File: src/rtl/genius_game_controller.sv
// Genius (Simon) round controller: plays back the first N colours of the
// sequence store, then checks the player's presses against the same entries.
module genius_game_controller #(
   parameter int unsigned ON_TICKS      = 25_000_000,
   parameter int unsigned OFF_TICKS     = 12_500_000,
   parameter int unsigned TIMEOUT_TICKS = 250_000_000,
   parameter int unsigned MAX_ROUND     = 16
) (
   input  logic       clock,
   input  logic       reset_n,
   input  logic       start,
   input  logic [2:0] buttons,
   input  logic [1:0] current_sequence_number,
   output logic [3:0] sequence_count,
   output logic [2:0] leds,
   output logic [4:0] round_number,
   output logic       player_turn,
   output logic       win,
   output logic       lose
);

   localparam int unsigned TMAX0 = (ON_TICKS > OFF_TICKS) ? ON_TICKS : OFF_TICKS;
   localparam int unsigned TMAX  = (TMAX0 > TIMEOUT_TICKS) ? TMAX0 : TIMEOUT_TICKS;
   localparam int unsigned TW    = $clog2(TMAX + 1);

   localparam logic [TW-1:0] ON_LAST  = TW'(ON_TICKS - 1);
   localparam logic [TW-1:0] OFF_LAST = TW'(OFF_TICKS - 1);
   localparam logic [TW-1:0] TO_LAST  = TW'(TIMEOUT_TICKS - 1);
   localparam logic [4:0]    MAX_R    = 5'(MAX_ROUND);

   typedef enum logic [2:0] {
      S_IDLE, S_FETCH, S_SHOW_ON, S_SHOW_OFF, S_WAIT, S_PAUSE, S_WIN, S_LOSE
   } state_e;

   typedef enum logic {M_SHOW, M_CHECK} mode_e;

   state_e        state_q, state_d;
   mode_e         mode_q, mode_d;
   logic [3:0]    idx_q, idx_d;
   logic [1:0]    digit_q, digit_d;
   logic [TW-1:0] tick_q, tick_d;
   logic [3:0]    seq_q, seq_d;
   logic [4:0]    round_q, round_d;
   logic [3:0]    last_idx;

   // colour 3 has no LED, so it maps to 000 and can never match a press
   function automatic logic [2:0] onehot(input logic [1:0] c);
      case (c)
         2'd0:    onehot = 3'b001;
         2'd1:    onehot = 3'b010;
         2'd2:    onehot = 3'b100;
         default: onehot = 3'b000;
      endcase
   endfunction

   assign last_idx = 4'(round_q - 5'd1);

   always_ff @(posedge clock) begin
      if (!reset_n) begin
         state_q <= S_IDLE;
         mode_q  <= M_SHOW;
         idx_q   <= '0;
         digit_q <= '0;
         tick_q  <= '0;
         seq_q   <= '0;
         round_q <= '0;
      end else begin
         state_q <= state_d;
         mode_q  <= mode_d;
         idx_q   <= idx_d;
         digit_q <= digit_d;
         tick_q  <= tick_d;
         seq_q   <= seq_d;
         round_q <= round_d;
      end
   end

   always_comb begin
      state_d = state_q;
      mode_d  = mode_q;
      idx_d   = idx_q;
      digit_d = digit_q;
      tick_d  = tick_q;
      seq_d   = seq_q;
      round_d = round_q;
      if (start) begin
         state_d = S_FETCH;
         mode_d  = M_SHOW;
         idx_d   = '0;
         seq_d   = '0;
         tick_d  = '0;
         round_d = 5'd1;
      end else begin
         case (state_q)
            // two cycles: address goes out on entry, data is back on the 2nd edge
            S_FETCH: begin
               if (tick_q == '0) begin
                  tick_d = TW'(1);
               end else begin
                  tick_d  = '0;
                  digit_d = current_sequence_number;
                  state_d = (mode_q == M_SHOW) ? S_SHOW_ON : S_WAIT;
               end
            end
            S_SHOW_ON: begin
               if (tick_q == ON_LAST) begin
                  tick_d  = '0;
                  state_d = S_SHOW_OFF;
               end else begin
                  tick_d = tick_q + TW'(1);
               end
            end
            S_SHOW_OFF: begin
               if (tick_q == OFF_LAST) begin
                  tick_d  = '0;
                  state_d = S_FETCH;
                  if (idx_q == last_idx) begin
                     idx_d  = '0;
                     mode_d = M_CHECK;
                     seq_d  = '0;
                  end else begin
                     idx_d = idx_q + 4'd1;
                     seq_d = idx_q + 4'd1;
                  end
               end else begin
                  tick_d = tick_q + TW'(1);
               end
            end
            S_WAIT: begin
               if (buttons != 3'b000) begin
                  tick_d = '0;
                  if (buttons != onehot(digit_q)) begin
                     state_d = S_LOSE;
                  end else if (idx_q != last_idx) begin
                     idx_d   = idx_q + 4'd1;
                     seq_d   = idx_q + 4'd1;
                     state_d = S_FETCH;
                  end else if (round_q == MAX_R) begin
                     state_d = S_WIN;
                  end else begin
                     round_d = round_q + 5'd1;
                     idx_d   = '0;
                     mode_d  = M_SHOW;
                     state_d = S_PAUSE;
                  end
               end else if (tick_q == TO_LAST) begin
                  tick_d  = '0;
                  state_d = S_LOSE;
               end else begin
                  tick_d = tick_q + TW'(1);
               end
            end
            S_PAUSE: begin
               if (tick_q == OFF_LAST) begin
                  tick_d  = '0;
                  seq_d   = idx_q;
                  state_d = S_FETCH;
               end else begin
                  tick_d = tick_q + TW'(1);
               end
            end
            default: ;
         endcase
      end
   end

   always_comb begin
      leds = 3'b000;
      if (state_q == S_SHOW_ON) leds = onehot(digit_q);
      else if (state_q == S_WIN) leds = 3'b111;
   end

   assign sequence_count = seq_q;
   assign round_number   = round_q;
   assign player_turn    = (state_q == S_WAIT);
   assign win            = (state_q == S_WIN);
   assign lose           = (state_q == S_LOSE);

endmodule

File: config.mk
export PLATFORM = sky130hd
export DESIGN_NAME = genius_game_controller
export DESIGN_NICKNAME = d
export VERILOG_FILES = /design/src/rtl/genius_game_controller.sv
export SDC_FILE = /design/constraint.sdc
export NUM_CORES = 1
export LEC_CHECK = 0
export CORE_MARGIN = 2
export CORE_UTILIZATION = 35
export DETAILED_ROUTE_END_ITERATION = 8
export PLACE_DENSITY = 0.64
export SYNTH_ARGS = -nofsm -noshare
export SYNTH_HDL_FRONTEND = slang
export SYNTH_SLANG_ARGS = --single-unit
File: constraint.sdc
create_clock -name clock -period 3.6 [get_ports clock]
set_input_delay 0.72 -clock clock [delete_from_list [all_inputs] [get_ports clock]]
set_output_delay 0.72 -clock clock [all_outputs]
set_load 0.05 [all_outputs]
# After elaboration in Yosys (flattened, before gate mapping)
# Cells that the tools add are included.
dict set report totals {
  output_inout_bits 15
  memories 0
  latch_bits 0
  in_bits 8
  register_bits 47
  ramBits 0
  rom_bits 0
  wordCells 122
}
dict set report op_classes {
  n_div 0
  magnitude_cmp 0
  eq_ne 36
  n_addsub 4
  n_mux 48
  n_bitwise 6
  n_mul 0
  reduce_logical 19
  shift 0
}
# cell count
set ops {}
lappend ops {{$mux 28} 4}
lappend ops {{$pmux 28 s4} 1}
lappend ops {{$mux 4} 10}
lappend ops {{$mux 3} 13}
lappend ops {{$add 28x1->28 const B} 1}
lappend ops {{$eq 28x24->1 const B} 1}
lappend ops {{$eq 28x25->1 const B} 1}
lappend ops {{$eq 28x28->1 const B} 1}
lappend ops {{$logic_not 28->1} 1}
lappend ops {{$reduce_and 5->1} 5}
lappend ops {{$ne 2x2->1 const B} 11}
lappend ops {{$mux 1} 14}
lappend ops {{$eq 3x3->1 const B} 4}
lappend ops {{$pmux 3 s4} 1}
lappend ops {{$pmux 4 s3} 1}
lappend ops {{$ne 3x3->1 const B} 3}
lappend ops {{$pmux 3 s3} 1}
lappend ops {{$pmux 4 s2} 1}
lappend ops {{$reduce_and 7->1} 1}
lappend ops {{$eq 3x2->1 const B} 2}
lappend ops {{$ne 2x1->1 const B} 3}
lappend ops {{$ne 3x1->1 const B} 2}
lappend ops {{$not 1->1} 6}
lappend ops {{$reduce_and 6->1} 1}
lappend ops {{other kinds (20)} 24}

# Logic depth before layout (Yosys ltp)
# Gate-level depths: netlist of run 1.
dict set report depth {
  ltp_word 10
  mapped_depth 9
  depth_no_buf 8
}

# Least setup slack after synthesis of run 1
# Ideal clock, no wire load.
dict set report synth_timing {
  path_type {flip-flop to flip-flop}
  startpoint {register round_q[0], in the netlist round_number[0]}
  endpoint {register seq_q[2], in the netlist sequence_count[2]}
  setup_ps 117
  t_required_ps 3483
  setup_slack_ps 1091
  period_less_slack_ps 2509
  path_buffers 0
  stages_incl_launch_ff 9
  arrival_time_ps 2391
  path_cell_list {dfxtp_1 inv_1 ha_1 xor2_1 nand3_1 or2_2 o22ai_1 a211oi_1 a32o_1}
}
dict set report synth_between {
  elab_chain_cells 5
  word_cells_on_any_way 8
  cone_classes {add/sub (1); eq/ne (3); mux (3); reduce/logical (1)}
}
# item line_no
set synth_rtl {}
lappend synth_rtl {{from (decl)} 43} ;# logic [4:0] round_q, round_d;
lappend synth_rtl {{from (signal assigned)} 74} ;# round_q <= round_d;
lappend synth_rtl {{$sub 4x1->4 (*)} 56} ;# assign last_idx = 4'(round_q - 5'd1);
lappend synth_rtl {{$eq 4x4->1} 117} ;# if (idx_q == last_idx) begin
lappend synth_rtl {{$mux 4} 117}
lappend synth_rtl {{$mux 4} 114} ;# if (tick_q == OFF_LAST) begin
lappend synth_rtl {{$pmux 4 s3} 94} ;# case (state_q)
lappend synth_rtl {{to (signal assigned)} 73} ;# seq_q <= seq_d;
lappend synth_rtl {{to (decl)} 42} ;# logic [3:0] seq_q, seq_d;
# Mark *: on every way between the ends. The rest lies on a longest branch, timed or not. The select of a mux whose other input is x is not followed.
# A chain may end at the register's enable or synchronous reset.

# Worst setup path after layout of run 1
dict set report layout_timing {
  startpoint {register state_q[2]}
  endpoint {output port player_turn}
}
dict set report layout_between {
  elab_chain_cells 1
}
# item line_no
set layout_rtl {}
lappend layout_rtl {{from (decl)} 37} ;# state_e state_q, state_d;
lappend layout_rtl {{from (signal assigned)} 68} ;# state_q <= state_d;
lappend layout_rtl {{$eq 3x3->1} 175} ;# assign player_turn = (state_q == S_WAIT);
lappend layout_rtl {{to (decl)} 17} ;# output logic player_turn,
# Every way passes these cells.

==> reports/metrics.csv, run 1 <==
stage;metric;value;unit
setup_path;critPathMaxFanout;12;
die;start_util;0.355;
clock_tree;cts-root-buf;clkbuf_8;
finish;n_antenna_cell;0;
synthesis;synthArstFlopShare;0;
power;irDropWorstVdd;138;uV
sta;worstMarginPinSlew;0.782;ns
clock_tree;ctsResizeCount;0;
synthesis;synth_seq_cells;47;
finish;final_net_count;407;
setup_path;r2r_slack;1.06;ns
sta;finalMaxSlewViolations;0;
synthesis;synth_edf_count;0;
placement;dp.cells;495;
clock_tree;hold_buffers;0;
sta;max_freq;0.329;GHz
power;power;907;uW
route;wl_per_cell;14.2;um
route;drc_errors;0;
sta;finalSetupViolCount;0;
synthesis;synth_nets;399;
die;dieWidth;97.4;um
setup_path;slowest_stage;clkdlybuf4s50_1;
synthesis;synth_cell_types;66;
synthesis;syn_avg_cell_area;7.91;um^2
placement;numPortBuffers;22;
synthesis;netlist_area;0.00305;mm^2
setup_path;setup.worst_path.end;player_turn;
placement;post-place-ws;0.791;ns
setup_path;r2r-start;state_q[2];
route;vias;2798;
synthesis;yosysSeqAreaShare;0.308;
finish;layout_common_cells;48 x nand2_1, 47 x dfxtp_1, 35 x nand3_1;
die;ioPinCount;23;
setup_path;path_class;register to primary output;
setup_path;cp-end-kind;primary output;
sta;hold_viol;0;
setup_path;worstPathCellList;or3b_1 > inv_1 > clkdlybuf4s50_1;
clock_tree;clk_latency;0.30;ns
placement;gp_congestion;0.852;
clock_tree;cts_tree;done;
setup_path;worstPathRequired;2.88;ns
clock_tree;cts_max_level;2;
clock_tree;cts_buffers;5;
route;drt_iter0_markers;143;
synthesis;yosys.area.top_type;dfxtp_1;
setup_path;r2r_end;tick_q[24];
power;leakage;0.00104;uW
setup_path;worstSetupStartpoint;state_q[2];
job;maxCapViolations;0;
setup_path;start_kind;register;
route;ant_nets;0;
sta;fin_crit;3.04;ns
die;core_area;0.00859;mm^2
global_routing;grt_pass1_wl;12500;um
clock_tree;cts_buffer_depth;2;
setup_path;reg2reg_depth;6;
min_path;holdPathStages;2;
sta;setup_tns;0;ns
finish;mostFrequentLayoutCell;nand2_1;
synthesis;syn_inst;386;
global_routing;antenna_found_initial;0;
die;rows;34;
synthesis;synth_top_cells_by_area;dfxtp_1 31%, nand2_1 5.9%, nand3_1 5.7%;
global_routing;grt_pass1_vias;2635;
synthesis;synth_top_area_frac;0.308;
run_status;status;completed;
die;dieArea;0.00949;mm^2
placement;dp_hpwl;5180;um
setup_path;max_stage_delay;0.80;ns
power;power_density;270;mW/mm^2
die;die_h;97.4;um
global_routing;grtUsageTotal;0.155;
finish;layoutNonFillerInstCount;503;
sta;grt_setup_unrepaired;false;
sta;timing.final.ws_setup;0.563;ns
sta;fin_worst_skew;0.00764;ns
synthesis;yosysWarnings;0;
clock_tree;clk_pin_slew_worst_paths;0.09;ns
clock_tree;postCtsSetupBuffers;0;
sta;max_slew_margin;0.479;
global_routing;grt_max_degree;21;
synthesis;synthFlopType;dfxtp_1;
route;firstDrtPassIters;5;
setup_path;arrival;2.32;ns
finish;area_growth;9.84;%
route;totalWireLength;7150;um
global_routing;grt-ovfl-total;0;
min_path;worstHoldPathType;register to register;
sta;period_share;0.844;
clock_tree;numClockSinks;47;
finish;drive_gt1_frac;0.0734;
route;avgViaCountPerCell;5.56;
[layer usage]
metal / vias up / wire [um] / track usage
met3: 8 / 310 / 0.0302
met1: 1317 / 3340 / 0.200
met5: - / 0 / 0
met4: 0 / 77 / 0.0395
met2: 68 / 3420 / 0.266
li1: 1405 / - / -
[cell type report]
type | count | area [um^2]
Inverter | 13 | 48.8
Clock buffer | 7 | 76.3
Clock inverter | 1 | 5.00
Fill cell | 906 | 5240
Tap cell | 108 | 135
Sequential cell | 47 | 941
Timing Repair Buffer | 26 | 250
Multi-Input combinational cell | 301 | 1900
[worst min path at each step]
stage,end,slack (ns),from
CTS,mode_q,0.47,mode_q
detailed placement,mode_q,0.46,mode_q
floorplan,mode_q,0.42,mode_q
global placement,mode_q,0.45,mode_q
global route,mode_q,0.52,mode_q
finish,mode_q,0.47,mode_q
[synthesized netlist by cell type (3+ instances only)]
cell type  instances
xor2_1             6
clkbuf_2           3
and2_1             4
buf_2              7
nor2_1            34
nor2b_1            5
or2_2              3
nand2b_1           5
nand2_1           48
nand4_1           14
ha_1               5
and3_1             4
mux2i_1            9
inv_1             13
or3_1              7
a21oi_1           11
xnor2_1           12
o21ai_0           20
dfxtp_1           47
clkbuf_1           8
nor3_1             9
o311ai_1           5
a31oi_1            8
nand3_1           35
o311ai_0           6
nor4_1             7
[metrics by stage]
| stage | utilization | instance area, um^2 | hold WS (ns) |
|---|---|---|---|
| 2_1_floorplan | - | 3050 | 0.425 |
| 3_3_place_gp | 0.381 | 3270 | 0.446 |
| 3_5_place_dp | 0.381 | 3270 | 0.457 |
| 4_1_cts | 0.390 | 3350 | 0.471 |
| 5_1_grt | 0.390 | 3350 | 0.522 |
| 6_report | 0.390 | 3350 | 0.468 |
[registers in the layout, summed over array words and instances, names as in the netlist]
| register | flops |
|---|---|
| idx_q | 4 |
| sequence_count | 4 |
| round_number | 5 |
| tick_q | 28 |
| digit_q | 2 |
| mode_q | 1 |
| state_q | 3 |
[critical path: cells and delay by family, from the launching register on]
family,cells,cell delay (ns)
AND/OR/NAND/NOR,1,0.56
flip-flops,1,0.55
buffers and inverters,2,0.91
[kinds of logic after synthesis]
group / after synthesis / synth area share
compound gates: 72 / 0.165
xor+xnor: 19 / 0.0590
fa+ha+maj: 5 / 0.0205
buf+inv: 38 / 0.0705
flops: 47 / 0.308
mux: 9 / 0.0295
simple gates: 196 / 0.347
[power breakdown]
group	leakage (uW)	switching, uW	internal, uW
clock network	0.0000422	173	137
logic	0.000624	38.6	27.8
registers	0.000379	8.35	522
total	0.00104	220	687
Note: power is estimated with default switching activity, not from simulation.
==> inputs of run 2 (changes only) <==
- PLACE_DENSITY: 0.64 -> 0.66
- clock period: 3.6 -> 2.7 ns (I/O delays scaled with it)
==> run 2 against run 1 <==
Via count shrank 0.46%; core utilization rose by 1.4 points; worst setup slack got worse by 0.38 ns; non-clock buffer count up 12; count of clock-buffer cells in the layout down 1; final cell count rose by 2.4%; critical path depth rose by 1; sequential share of layout area decreased by 0.95 points; sequential power grew 32%; first-iteration DRC count is 2.1% higher; sequential cell count did not move; critical path type unchanged; highest routed layer unchanged.
==> reports/metrics.csv, run 2 (same netlist as run 1, synthesis figures left out) <==
stage;metric;value;unit;change
global_routing;grt_pass1_vias;2651;;+0.61%
finish;final_net_count;419;;+2.9%
global_routing;grt_max_degree;21;;unchanged
clock_tree;cts_max_level;2;;unchanged
sta;max_freq;0.397;GHz;
clock_tree;cts_buffer_depth;2;;unchanged
placement;dp_hpwl;5410;um;+4.4%
min_path;worstHoldPathType;register to register;;
route;vias;2785;;-0.46%
finish;fillCellCount;892;;-1.5%
finish;n_antenna_cell;0;;unchanged
sta;worstMarginPinSlew;0.500;ns;-0.282 ns
die;dieArea;0.00949;mm^2;unchanged
die;core_area;0.00859;mm^2;unchanged
sta;fin_crit;2.52;ns;
setup_path;worstPathRequired;2.16;ns;-0.72 ns
clock_tree;cts-root-buf;clkbuf_8;;
global_routing;grt_pass1_wl;12700;um;+2.0%
route;avgViaCountPerCell;5.41;;-2.8%
sta;period_share;0.933;;
power;power_density;367;mW/mm^2;+36%
finish;multi_input_area;0.00190;mm^2;unchanged
finish;area_growth;13.7;%;
placement;numPortBuffers;22;;unchanged
clock_tree;postCtsSetupBuffers;0;;unchanged
die;dieWidth;97.4;um;unchanged
setup_path;path_class;register to primary output;;
die;die_h;97.4;um;unchanged
finish;largest_register;tick_q;;
clock_tree;hold_buffers;0;;unchanged
setup_path;max_stage_delay;0.81;ns;about the same
sta;fin_worst_skew;0.0124;ns;+0.00477 ns
sta;grt_setup_unrepaired;false;;
placement;gp_congestion;0.878;;+3.1%
route;drt_iter0_markers;146;;+2.1%
power;leakage;0.00112;uW;+6.8%
route;firstDrtPassIters;4;;-1
finish;drive_gt1_frac;0.108;;+0.0347
clock_tree;clk_pin_slew_worst_paths;0.10;ns;about the same
finish;utilization;0.404;;+0.0137
global_routing;grt-ovfl-total;0;;unchanged
sta;finalSetupViolCount;0;;unchanged
global_routing;grtUsageTotal;0.160;;+0.00471
finish;regArea;941;um^2;unchanged
sta;setup_tns;0;ns;unchanged
clock_tree;numClockSinks;47;;unchanged
sta;max_slew_margin;0.663;;+0.185
setup_path;slowest_stage;clkdlybuf4s50_1;;
die;start_util;0.355;;unchanged
job;maxCapViolations;0;;unchanged
route;drc_errors;0;;unchanged
global_routing;antenna_found_initial;0;;unchanged
finish;mostFrequentLayoutCell;nand2_1;;
setup_path;critPathMaxFanout;8;;-4
sta;hold_viol;0;;unchanged
setup_path;arrival;1.98;ns;-0.34 ns
route;totalWireLength;7360;um;+2.9%
setup_path;cp-end-kind;primary output;;
clock_tree;clk_latency;0.31;ns;about the same
sta;finalMaxSlewViolations;0;;unchanged
route;ant_nets;0;;unchanged
run_status;status;completed;;
finish;largest_register_ff_count;28;;unchanged
finish;layout_common_cells;48 x nand2_1, 47 x dfxtp_1, 35 x nand3_1;;
setup_path;worstPathCellList;buf_4 > nand2_1 > nor2_1 > clkdlybuf4s50_1;;
clock_tree;cts_buffers;5;;unchanged
clock_tree;ctsResizeCount;0;;unchanged
setup_path;start_kind;register;;
power;irDropWorstVdd;235;uV;+70%
die;ioPinCount;23;;unchanged
route;wl_per_cell;14.3;um;+0.50%
die;rows;34;;unchanged
clock_tree;cts_tree;done;;
[run 2: area by class of cell]
type / instances / share of cell area
Inverter: 13 / 0.0141
Timing Repair Buffer: 38 / 0.101
Tap cell: 108 / 0.0389
Multi-Input combinational cell: 301 / 0.547
Clock inverter: 2 / 0.00469
Sequential cell: 47 / 0.271
Clock buffer: 6 / 0.0238
[run 2: power breakdown]
group | internal [uW] | switching [uW]
registers | 697 | 5.78
clock network | 210 | 258
logic | 43.7 | 58.6
[run 2: routing by layer]
metal  global-route usage  vias up  wire length [um]
li1                     -     1434                 -
met1                0.214     1282              3460
met2                0.261       65              3490
met3               0.0424        4               377
met4               0.0331        0                37
met5                    0        -                 0
[run 2: critical path: cells and delay by family (launching register included)]
kind | cells | cell delay, ns
DFF | 1 | 0.41
buffers and inverters | 2 | 0.98
and+or+nand+nor | 2 | 0.27
[run 2: per-stage QoR]
stage                     total power [uW]  hold slack [ns]  setup WS, ns  instance area [um^2]  std cells
after floorplan                        781            0.425         0.191                  3050        386
after CTS                             1290            0.473         0.165                  3470        515
after global routing                  1330            0.521        0.0445                  3470        515
after detailed placement               820            0.454         0.105                  3370        507
after global placement                 818            0.444         0.182                  3370        507
final                                 1270            0.471         0.181                  3470        515
[run 2: worst paths after layout]
path / from / end / slack (ns) / cells after the start
worst max register to register: tick_q[1] / tick_q[9] / 0.24 / 7
worst min-delay path: mode_q / mode_q / 0.47 / 2
worst min register to register: mode_q / mode_q / 0.47 / 2
worst max-delay path: state_q[2] / win / 0.18 / 4
==> inputs of run 3 (changes only) <==
- CORE_UTILIZATION: 35 -> 47
- PLACE_DENSITY: 0.66 -> 0.81
==> run 3 against run 2 <==
Cell area shrank 0.65%; sequential cell count is the same; combinational power barely moved; clock skew up 0.0024 ns; fmax up 1.0%; largest cell class unchanged; highest routed layer unchanged.
==> reports/metrics.csv, run 3 (same netlist as run 1, synthesis figures left out) <==
stage;metric;value;unit;change
clock_tree;ctsResizeCount;0;;unchanged
sta;max_freq;0.401;GHz;+1.0%
setup_path;r2r-start;tick_q[1];;
finish;final_net_count;421;;+0.48%
finish;layoutNonFillerInstCount;486;;-5.6%
sta;fin_crit;2.49;ns;-0.0250 ns
run_status;status;completed;;
setup_path;max_stage_delay;0.81;ns;about the same
finish;drive_gt1_frac;0.112;;+0.00436
setup_path;path_class;register to primary output;;
clock_tree;cts_tree;done;;
finish;largest_register;tick_q;;
clock_tree;cts-root-buf;clkbuf_8;;
sta;max_slew_margin;0.633;;-0.0307
die;ioPinCount;23;;unchanged
sta;hold_ws;0.461;ns;-0.00976 ns
clock_tree;cts_buffers;5;;unchanged
sta;finalMaxSlewViolations;0;;unchanged
sta;worstMarginPinSlew;0.547;ns;+0.0464 ns
power;comb_power_share;0.076;;-0.004
sta;finalSetupViolCount;0;;unchanged
setup_path;start_kind;register;;
sta;period_share;0.924;;-0.00926
die;die_h;84.6;um;-13%
die;dieArea;0.00716;mm^2;-25%
power;leakage;0.00113;uW;+1.7%
route;wl_per_cell;14.6;um;+2.5%
setup_path;worstPathRequired;2.16;ns;about the same
finish;n_antenna_cell;0;;unchanged
placement;gp_congestion;0.941;;+7.2%
route;drc_errors;0;;unchanged
power;swShare;0.238;;-0.0156
setup_path;cp_top_family;buffers and inverters;;
clock_tree;cts_max_level;2;;unchanged
power;seqPwrFrac;0.526;;-0.026
global_routing;grt-ovfl-total;0;;unchanged
placement;dp.cells;478;;-5.7%
sta;hold_viol;0;;unchanged
power;power_density;387;mW/mm^2;+5.5%
clock_tree;cts_buffer_depth;2;;unchanged
finish;layout_common_cells;48 x nand2_1, 47 x dfxtp_1, 35 x nand3_1;;
global_routing;antenna_found_initial;0;;unchanged
global_routing;grt_pass1_vias;2671;;+0.75%
global_routing;grt_pass1_wl;12100;um;-5.1%
setup_path;arrival;1.95;ns;-0.03 ns
min_path;hp-start;mode_q;;
min_path;worstHoldPathType;register to register;;
placement;numPortBuffers;22;;unchanged
global_routing;grt_max_degree;21;;unchanged
clock_tree;clk_pin_slew_worst_paths;0.10;ns;about the same
sta;setup_tns;0;ns;unchanged
sta;fin_worst_skew;0.0148;ns;+0.00244 ns
route;drt_iter0_markers;141;;-3.4%
route;totalWireLength;7120;um;-3.3%
finish;largest_register_ff_count;28;;unchanged
global_routing;grtUsageTotal;0.201;;+0.0408
clock_tree;numClockSinks;47;;unchanged
finish;mostFrequentLayoutCell;nand2_1;;
route;firstDrtPassIters;5;;+1
power;power.internal;1020;uW;+7.0%
setup_path;slowest_stage;clkdlybuf4s50_1;;
route;vias;2896;;+4.0%
setup_path;critPathMaxFanout;10;;+2
clock_tree;hold_buffers;0;;unchanged
power;irDropWorstVdd;205;uV;-13%
finish;utilization;0.546;;+0.142
clock_tree;clk_latency;0.31;ns;about the same
placement;dp_hpwl;5330;um;-1.3%
die;rows;29;;-15%
route;avgViaCountPerCell;5.96;;+10%
die;core_area;0.00631;mm^2;-27%
die;dieWidth;84.6;um;-13%
sta;grt_setup_unrepaired;false;;
finish;area_growth;13.0;%;
power;power_frac_clock;0.397;;+0.029
setup_path;worstSetupStartpoint;state_q[1];;
job;maxCapViolations;0;;unchanged
clock_tree;postCtsSetupBuffers;0;;unchanged
setup_path;path_buf_inv;1;;-1
power;p_switching;317;uW;-1.6%
setup_path;worstPathCellList;nand2_1 > nor2_1 > clkdlybuf4s50_1;;
die;start_util;0.484;;+0.128
route;ant_nets;0;;unchanged
setup_path;cp-end-kind;primary output;;
## run 3: cell count changes in the layout (fill, tap and decap cells not counted), sizes merged
cell | previous run | this run
buf | 17 | 19
bufinv | 0 | 1
clkbuf | 6 | 5
clkinv | 1 | 2
clkinvlp | 1 | 0
## run 3: power by group through the flow
stage	Clock, uW	Sequential [uW]	Combinational, uW
2_1_floorplan	0	722	59.5
3_3_place_gp	0	718	98.8
6_report	530	702	102
4_1_cts	541	702	102
3_5_place_dp	0	718	101
5_1_grt	571	703	110
## run 3: layout make-up
class	count	area (um^2)
clock inverters	3	43.8
multi-input cells	301	1900
well taps	77	96.3
clock buffers	5	68.8
repair buffers	40	353
fillers	597	2870
flip-flops and latches	47	941
inverters	13	48.8
## run 3: stage by stage
stage,area [um^2],worst slack [ns],power [uW]
6_report,3450,0.206,1330
5_1_grt,3450,0.0680,1380
4_1_cts,3450,0.202,1340
3_5_place_dp,3340,0.136,819
3_3_place_gp,3340,0.182,817
2_1_floorplan,3050,0.191,781
## run 3: final timing paths
path / endpoint / slack, ns / cells past startpoint
worst max register to register: tick_q[9] / 0.22 / 7
worst min-delay path: mode_q / 0.46 / 2
worst min register to register: mode_q / 0.46 / 2
worst max-delay path: win / 0.21 / 3
## run 3: worst register-to-register path: cells and delay by family (launching register included)
family                     cells  cell delay, ns
and+or+nand+nor                4            0.96
AOI/OAI and AO/OA              2            0.74
adders and majority gates      1            0.28
DFF                            1            0.41
## run 3: metal layers
metal	vias up	track usage	routed length (um)	share of wire
met5	-	0	0	0
met4	0	0.0491	68	0.0096
met3	8	0.0403	390	0.055
met2	93	0.344	3410	0.48
met1	1353	0.260	3250	0.46
li1	1442	-	-	-
